### src/rtl/cpu_ctrl_pkg.sv
// cpu_ctrl_pkg: shared encodings and control-word layout for the multi-cycle CPU controller.
package cpu_ctrl_pkg;
   typedef enum logic [3:0] {
      S_FETCH    = 4'd0,
      S_DECODE   = 4'd1,
      S_EXEC_R   = 4'd2,
      S_ALU_WB   = 4'd3,
      S_MEM_ADDR = 4'd4,
      S_MEM_READ = 4'd5,
      S_MEM_WB   = 4'd6,
      S_MEM_WRITE= 4'd7,
      S_BRANCH   = 4'd8,
      S_JUMP     = 4'd9,
      S_IMM_EXEC = 4'd10,
      S_IMM_WB   = 4'd11,
      S_HALT     = 4'd12
   } state_t;
   localparam logic [3:0] OP_RTYPE = 4'b0000;
   localparam logic [3:0] OP_LW    = 4'b0001;
   localparam logic [3:0] OP_SW    = 4'b0010;
   localparam logic [3:0] OP_BEQ   = 4'b0011;
   localparam logic [3:0] OP_J     = 4'b0100;
   localparam logic [3:0] OP_ADDI  = 4'b0101;
   localparam logic [3:0] OP_HLT   = 4'b1111;
   localparam logic [1:0] ALU_RTYPE = 2'b00;
   localparam logic [1:0] ALU_SUB   = 2'b01;
   localparam logic [1:0] ALU_ADD   = 2'b10;
   localparam logic [1:0] SRCB_REG  = 2'b00;
   localparam logic [1:0] SRCB_ONE  = 2'b01;
   localparam logic [1:0] SRCB_IMM  = 2'b10;
   localparam logic [1:0] PCSRC_ALU  = 2'b00;
   localparam logic [1:0] PCSRC_OUT  = 2'b01;
   localparam logic [1:0] PCSRC_JUMP = 2'b10;
   typedef struct packed {
      logic       pc_write;
      logic       pc_write_cond;
      logic       i_or_d;
      logic       mem_read;
      logic       mem_write;
      logic       ir_write;
      logic       mem_to_reg;
      logic       reg_write;
      logic       reg_dst;
      logic       alu_src_a;
      logic [1:0] alu_src_b;
      logic [1:0] alu_op;
      logic [1:0] pc_source;
   } ctrl_t;
endpackage

### src/rtl/multicycle_ctrl_decode.sv
// multicycle_ctrl_decode: maps the controller state to the datapath control word.
module multicycle_ctrl_decode
   import cpu_ctrl_pkg::*;
(
   input  state_t state_i,
   input  logic   mem_ready_i,
   output ctrl_t  ctrl_o
);
   always_comb begin
      ctrl_o = '0;
      case (state_i)
         S_FETCH: begin
            ctrl_o.mem_read  = 1'b1;
            ctrl_o.alu_src_b = SRCB_ONE;
            ctrl_o.alu_op    = ALU_ADD;
            ctrl_o.ir_write  = mem_ready_i;
            ctrl_o.pc_write  = mem_ready_i;
         end
         S_DECODE: begin
            ctrl_o.alu_src_b = SRCB_IMM;
            ctrl_o.alu_op    = ALU_ADD;
         end
         S_EXEC_R: begin
            ctrl_o.alu_src_a = 1'b1;
            ctrl_o.alu_op    = ALU_RTYPE;
         end
         S_ALU_WB: begin
            ctrl_o.reg_write = 1'b1;
            ctrl_o.reg_dst   = 1'b1;
         end
         S_MEM_ADDR, S_IMM_EXEC: begin
            ctrl_o.alu_src_a = 1'b1;
            ctrl_o.alu_src_b = SRCB_IMM;
            ctrl_o.alu_op    = ALU_ADD;
         end
         S_MEM_READ: begin
            ctrl_o.mem_read = 1'b1;
            ctrl_o.i_or_d   = 1'b1;
         end
         S_MEM_WRITE: begin
            ctrl_o.mem_write = 1'b1;
            ctrl_o.i_or_d    = 1'b1;
         end
         S_MEM_WB: begin
            ctrl_o.reg_write  = 1'b1;
            ctrl_o.mem_to_reg = 1'b1;
         end
         S_IMM_WB: ctrl_o.reg_write = 1'b1;
         S_BRANCH: begin
            ctrl_o.alu_src_a     = 1'b1;
            ctrl_o.alu_op        = ALU_SUB;
            ctrl_o.pc_write_cond = 1'b1;
            ctrl_o.pc_source     = PCSRC_OUT;
         end
         S_JUMP: begin
            ctrl_o.pc_write  = 1'b1;
            ctrl_o.pc_source = PCSRC_JUMP;
         end
         default: ;
      endcase
   end
endmodule

### src/rtl/multicycle_control.sv
// multicycle_control: main sequencing FSM of the multi-cycle CPU; owns state and sticky flags,
// delegates the per-state control word to multicycle_ctrl_decode.
module multicycle_control
   import cpu_ctrl_pkg::*;
#(
   parameter int OPW = 4
) (
   input  logic           clk,
   input  logic           reset,
   input  logic [OPW-1:0] opcode,
   input  logic           zero,
   input  logic           mem_ready,
   output logic           pc_write,
   output logic           pc_write_cond,
   output logic           i_or_d,
   output logic           mem_read,
   output logic           mem_write,
   output logic           ir_write,
   output logic           mem_to_reg,
   output logic           reg_write,
   output logic           reg_dst,
   output logic           alu_src_a,
   output logic [1:0]     alu_src_b,
   output logic [1:0]     alu_op,
   output logic [1:0]     pc_source,
   output logic           halted,
   output logic           illegal,
   output logic [3:0]     state
);
   state_t state_q, state_d;
   logic   is_lw_q, is_lw_d, halted_q, halted_d, illegal_q, illegal_d;
   ctrl_t  ctrl;
   logic   unused_zero;
   assign unused_zero = zero;
   always_comb begin
      state_d   = state_q;
      is_lw_d   = is_lw_q;
      illegal_d = illegal_q;
      case (state_q)
         S_FETCH:     state_d = mem_ready ? S_DECODE : S_FETCH;
         S_DECODE: begin
            is_lw_d = (opcode == OPW'(OP_LW));
            if (opcode == OPW'(OP_RTYPE))                                state_d = S_EXEC_R;
            else if (opcode == OPW'(OP_LW) || opcode == OPW'(OP_SW))     state_d = S_MEM_ADDR;
            else if (opcode == OPW'(OP_BEQ))                             state_d = S_BRANCH;
            else if (opcode == OPW'(OP_J))                               state_d = S_JUMP;
            else if (opcode == OPW'(OP_ADDI))                            state_d = S_IMM_EXEC;
            else begin
               state_d   = S_HALT;
               illegal_d = illegal_q | (opcode != OPW'(OP_HLT));
            end
         end
         S_EXEC_R:    state_d = S_ALU_WB;
         S_MEM_ADDR:  state_d = is_lw_q ? S_MEM_READ : S_MEM_WRITE;
         S_MEM_READ:  state_d = mem_ready ? S_MEM_WB : S_MEM_READ;
         S_MEM_WRITE: state_d = mem_ready ? S_FETCH : S_MEM_WRITE;
         S_IMM_EXEC:  state_d = S_IMM_WB;
         S_HALT:      state_d = S_HALT;
         default:     state_d = S_FETCH;
      endcase
      halted_d = halted_q | (state_d == S_HALT);
   end
   always_ff @(posedge clk or posedge reset) begin
      if (reset) begin
         state_q   <= S_FETCH;
         is_lw_q   <= 1'b0;
         halted_q  <= 1'b0;
         illegal_q <= 1'b0;
      end else begin
         state_q   <= state_d;
         is_lw_q   <= is_lw_d;
         halted_q  <= halted_d;
         illegal_q <= illegal_d;
      end
   end
   // Mealy fetch enables are masked while reset is held so the reset image is the idle FETCH word.
   multicycle_ctrl_decode u_decode (
      .state_i     (state_q),
      .mem_ready_i (mem_ready & ~reset),
      .ctrl_o      (ctrl)
   );
   assign pc_write      = ctrl.pc_write;
   assign pc_write_cond = ctrl.pc_write_cond;
   assign i_or_d        = ctrl.i_or_d;
   assign mem_read      = ctrl.mem_read;
   assign mem_write     = ctrl.mem_write;
   assign ir_write      = ctrl.ir_write;
   assign mem_to_reg    = ctrl.mem_to_reg;
   assign reg_write     = ctrl.reg_write;
   assign reg_dst       = ctrl.reg_dst;
   assign alu_src_a     = ctrl.alu_src_a;
   assign alu_src_b     = ctrl.alu_src_b;
   assign alu_op        = ctrl.alu_op;
   assign pc_source     = ctrl.pc_source;
   assign halted        = halted_q;
   assign illegal       = illegal_q;
   assign state         = state_q;
endmodule

### config.mk
export PLATFORM = sky130hd
export DESIGN_NAME = multicycle_control
export DESIGN_NICKNAME = d
export VERILOG_FILES = /design/src/rtl/cpu_ctrl_pkg.sv /design/src/rtl/multicycle_ctrl_decode.sv /design/src/rtl/multicycle_control.sv
export SDC_FILE = /design/constraint.sdc
export NUM_CORES = 1
export LEC_CHECK = 0
export CORE_MARGIN = 8
export CORE_UTILIZATION = 42
export DETAILED_ROUTE_END_ITERATION = 8
export GPL_TIMING_DRIVEN = 0
export PLACE_DENSITY = 0.83
export SYNTH_ARGS = -nofsm -noshare
export SYNTH_HDL_FRONTEND = slang
export SYNTH_SLANG_ARGS = --single-unit
### constraint.sdc
create_clock -name clk -period 3.1 [get_ports clk]
set_clock_uncertainty 0.1 [all_clocks]
set_input_delay 0.465 -clock clk [delete_from_list [all_inputs] [get_ports clk]]
set_output_delay 0.465 -clock clk [all_outputs]
set_load 0.03 [all_outputs]
# Word level (Yosys, flattened, before mapping)
# Index checks and enable logic that the tools add are counted.
# totals
reg_bits,7
elab_cells,65
out_inout_bits,22
in_bits,8
# classes
reduce_logical,10
bitwise_logic,9
n_mux,23
n_eq_ne,19
# ops
op,n
case mux 4 bit (8 select lines),1
"== test 4 x 3 -> 1 bit, second input constant",6
"== test 4 bit, second input constant",6
"== test 4 x 2 -> 1 bit, second input constant",4
two-way mux 3 bit,4
case mux 2 bit (2 select lines),3
two-way mux 1 bit,10
"== test 4 x 1 -> 1 bit, second input constant",2
logical NOT 4 bit,2
two-way mux 4 bit,2
OR reduction 4 bit,2
NOT 1 bit,6
AND reduction 6 bit,1
OR reduction 3 bit,2
two-way mux 2 bit,2
"!= test 4 bit, second input constant",1
OR reduction 2 bit,2
OR 1 bit,2
case mux 1 bit (2 select lines),1
bitwise AND 1 bit,1
logical OR 1 bit,1

# Longest topological paths before layout
# Gate-level depths: netlist of run 1.
# depth
ltp_word,9
ltp_mapped,5
ltp_nobuf,3

# Modules after synthesis
# From an unflattened synthesis of run 1, not the netlist that was laid out.
# unflattened
hier_cells,83
area_unflattened_um2,685.7
# modules_own_cells
mod,area_per_inst_um2,cells_each,instances
multicycle_control,442.9,49,1
multicycle_ctrl_decode,242.7,34,1

# Worst setup path after synthesis of run 1
# Ideal clock, no wire load.
# synth_path
path_type,reg2out
start,"register state_q[0], in the netlist state[0]"
end,output port pc_write
path_stages_with_launch,5
setup_slack_ns,0.077
n_path_buf,1
t_arrival_ns,2.458
cell_sequence,dfrtp_1 -> buf_2 -> nor4_1 -> and3_1 -> or2_2
# synth_between
elab_chain_len,2
elab_cells_between_ends,3
# synth_lines
item,line_no,text
"start, declared",multicycle_control.sv:30,"state_t state_q, state_d;"
"start signal, assigned",multicycle_control.sv:70,state_q <= state_d;
== test 4 bit / logical NOT 4 bit (equally long branches),multicycle_ctrl_decode.sv:11,case (state_i)
case mux 1 bit (2 select lines) (*),multicycle_ctrl_decode.sv:11,
"end, declared",multicycle_control.sv:13,"output logic pc_write,"
# Mark *: on every way between the ends. The rest lies on a longest branch, timed or not.

# Final worst setup path of run 1
# layout_path
start,"register state_q[2], in the netlist state[2]"
end,output port mem_to_reg
# layout_between
elab_chain_len,2
# layout_lines
item,line_no,text
== test 4 x 3 -> 1 bit,multicycle_ctrl_decode.sv:11,
two-way mux 1 bit,multicycle_ctrl_decode.sv:11,
"end, declared",multicycle_control.sv:19,"output logic mem_to_reg,"
# Every way passes these cells.

==> results of run 1 <==
-- area by class of cell --
| class | count | area share, % |
|---|---|---|
| buffer | 9 | 5.548 |
| clock buffer | 4 | 2.774 |
| inverter | 1 | 0.3963 |
| multi-input combinational | 56 | 41.08 |
| sequential | 7 | 18.49 |
| tap | 16 | 2.114 |
| timing repair buffer | 28 | 29.59 |
-- cells in the mapped netlist (2+ instances only) --
master,n
dfrtp_1,7
nand2_1,7
nor2_1,6
and2_1,3
buf_2,3
nand2b_1,3
a211oi_1,2
buf_4,2
clkbuf_1,2
nor2b_1,2
nor3_1,2
nor3b_1,2
nor4bb_1,2
o21ai_0,2
o21bai_1,2
-- metal layers --
metal / up-vias / part of all wire (%) / track usage, %
met5: - / 0 / 0
met1: 313 / 43 / 15.44
met3: 0 / 10 / 5.163
li1: 331 / - / -
met2: 24 / 47 / 19.66
met4: 0 / 0 / 2.869
-- flip-flops by register name, summed over array words and instances, names as in the netlist --
register	count
halted	1
illegal	1
state	4
is_lw_q	1
-- worst register-to-register path, stage by stage (launching register included) --
cell	delay, ps
dfrtp_1	370
buf_2	170
or4b_4	540
o221ai_2	220
a2bb2oi_1	180
-- cell families after synthesis --
group | synth area share, %
buffers and inverters | 9.070
DFF | 28.23
and+or+nand+nor | 35.49
xor gates and xnor gates | 2.823
muxes | 1.814
AOI/OAI and AO/OA | 22.58
-- how the worst min path moves through the flow --
stage            start       end  cells after the start
2_1_floorplan    reset    halted                      1
3_3_place_gp   illegal   illegal                      1
3_5_place_dp   illegal   illegal                      1
4_1_cts          reset  state[3]                      2
5_1_grt          reset  state[1]                      2
6_report         reset  state[3]                      2
-- stage by stage --
step,hold slack (ps),util [%]
3_5_place_dp,365.4,64.11
2_1_floorplan,173.5,-
6_report,351.1,65.94
5_1_grt,385.8,65.94
4_1_cts,352.0,65.94
3_3_place_gp,360.5,64.11
-- power groups by stage --
stage	combinational (mW)	clock (mW)	sequential, mW
2_1_floorplan	0.527	0	0.228
3_3_place_gp	0.891	0	0.162
3_5_place_dp	0.904	0	0.163
4_1_cts	0.906	0.0836	0.162
5_1_grt	0.970	0.0871	0.169
6_report	0.904	0.0811	0.162
==> flow_metrics.py, run 1 <==
metrics = {
    "clocking": {
        "clkLatencyLatePin_ps": 250,
        "cts_hold_buffers": 0,
        "cts_resized": 0,
        "path_clk_slew_ps": 50,
        "cts_setup_buffers": 0,
        "cts_sinks": 7,
        "cts_root_buffer": "clkbuf_4",
        "htree_levels": 1,
        "cts_tree": "yes",
        "cts_buffers": 3,
        "cts_max_path_buffers": 2,
    },
    "synthesis": {
        "synthFlopType": "dfrtp_1",
        "yosys_warnings": 0,
        "netlist_area_um2": 620.6,
        "yosys.area.top_type": "dfrtp_1",
        "synth-edff-count": 0,
        "syn_inst": 73,
        "async_flop_share_pct": 100.0,
        "yosysSeqAreaShare_pct": 28.23,
        "synth_cell_types": 41,
        "yosysTopAreaCellShare_pct": 28.23,
        "synth_fp_nets": 81,
        "ys_seq_elements": 7,
        "ys_top_cells_by_area": "dfrtp_1 28%, nand2_1 4.2%, nor2_1 3.6%",
        "avgSynthCellArea_um2": 8.501,
    },
    "pwr": {
        "p_sw_share_pct": 50.60,
        "leakagePower_nw": 0.3775,
        "p_comb_share_pct": 78.8,
        "power.clock.fraction_pct": 7.1,
        "p_int_uw": 566.7,
        "powerDensity_mw_per_mm2": 1211,
        "seq_power_share_pct": 14.1,
        "power_mw": 1.147,
        "p_switching_uw": 580.5,
        "irDropWorstVdd_mv": 0.6343,
    },
    "placed_design": {
        "placed_cell_area_um2": 920.9,
        "dp_cells": 117,
        "io_buffers": 28,
        "place_ws_ps": 405.5,
        "dp_hpwl_um": 1330,
        "gp_congestion": 0.8556,
    },
    "routing": {
        "drt_iter0_drc": 16,
        "drt_pass1_iterations": 4,
        "routed_wl_um": 1696,
        "drc": 0,
        "wl_per_cell_um": 14.02,
        "via_count": 668,
        "drt-vias-per-instance": 5.521,
        "ant_nets": 0,
    },
    "finish": {
        "final_cell_mix": "28 x clkdlybuf4s50_1, 7 x nand2_1, 7 x dfrtp_1",
        "final-seq-area_um2": 175.2,
        "syn_to_final_growth_pct": 52.62,
        "fillers": 129,
        "drive_gt1_share_pct": 13.33,
        "multiInputGateArea_um2": 389.1,
        "design_area_um2": 947.2,
        "layout_commonest_cell": "clkdlybuf4s50_1",
        "diodes": 0,
        "finalNetCount": 114,
        "finalNonFillerCells": 121,
    },
    "setup_path": {
        "crit_fanout": 10,
        "crit_chain": "buf_2 -> buf_1 -> nor3b_1 -> and2_1 -> clkdlybuf4s50_1",
        "startpoint_type": "register",
        "critPathMaxStageDelay_ps": 670,
        "cp_data_required_time_ps": 2530,
        "reg2regPathDepth": 4,
        "critical_path_class": "register to primary output",
        "critical_path_buf_inv_count": 3,
        "startpoint": "state[2]",
        "r2r-end": "halted",
        "r2r_setup_slack_ps": 1430,
        "end_kind": "primary output",
        "rr_startpoint": "state[2]",
        "critPathCapture": "mem_to_reg",
        "cp_top_family": "buffers and inverters",
        "cpMaxStageDelayCell": "clkdlybuf4s50_1",
        "cp_num_cells": 5,
        "cp.arrival_ps": 2290,
    },
    "global_route": {
        "antenna_found_initial": 0,
        "grt_use_total_pct": 12.45,
        "grt_pass1_vias": 661,
        "grt_pass1_wl_um": 2863,
        "grt_max_degree": 11,
        "grt-ovfl-total": 0,
    },
    "timing": {
        "fmax_mhz": 350.5,
        "tightestPinTransition_ps": 547.8,
        "finalCriticalPeriod_ps": 2853,
        "fin_tns_setup_ps": 0,
        "rsz0062_at_grt": "no",
        "setup_ws_ps": 246.7,
        "finalSetupViolations": 0,
        "fin_crit_sh_pct": 92.04,
        "hold_violations": 0,
        "slew_headroom_pct": 62.98,
        "maxSlewViolCount": 0,
    },
    "worst_hold_path": {
        "hold_class": "primary input to async pin",
    },
    "floorplan": {
        "rows": 14,
        "die_w_um": 54.44,
        "io_pins": 30,
        "initial_utilization_pct": 43.21,
        "coreArea_mm2": 0.001436,
        "dieArea_mm2": 0.002964,
        "fp.dieH_um": 54.44,
    },
    "run_status": {
        "outcome": "finished clean",
    },
    "run": {
        "maxCapViolCount": 0,
    },
}
Power figures use the tool's default switching activity.
==> inputs of run 2 (changes only) <==
--- a/config.mk
+++ b/config.mk
@@ -10,6 +10,7 @@
 export DETAILED_ROUTE_END_ITERATION = 8
 export GPL_TIMING_DRIVEN = 0
 export PLACE_DENSITY = 0.83
+export SLEW_MARGIN = 20
 export SYNTH_ARGS = -nofsm -noshare
 export SYNTH_HDL_FRONTEND = slang
 export SYNTH_SLANG_ARGS = --single-unit
==> results of run 2 <==
The final DEF is identical to that of run 1; final timing and power are the same.
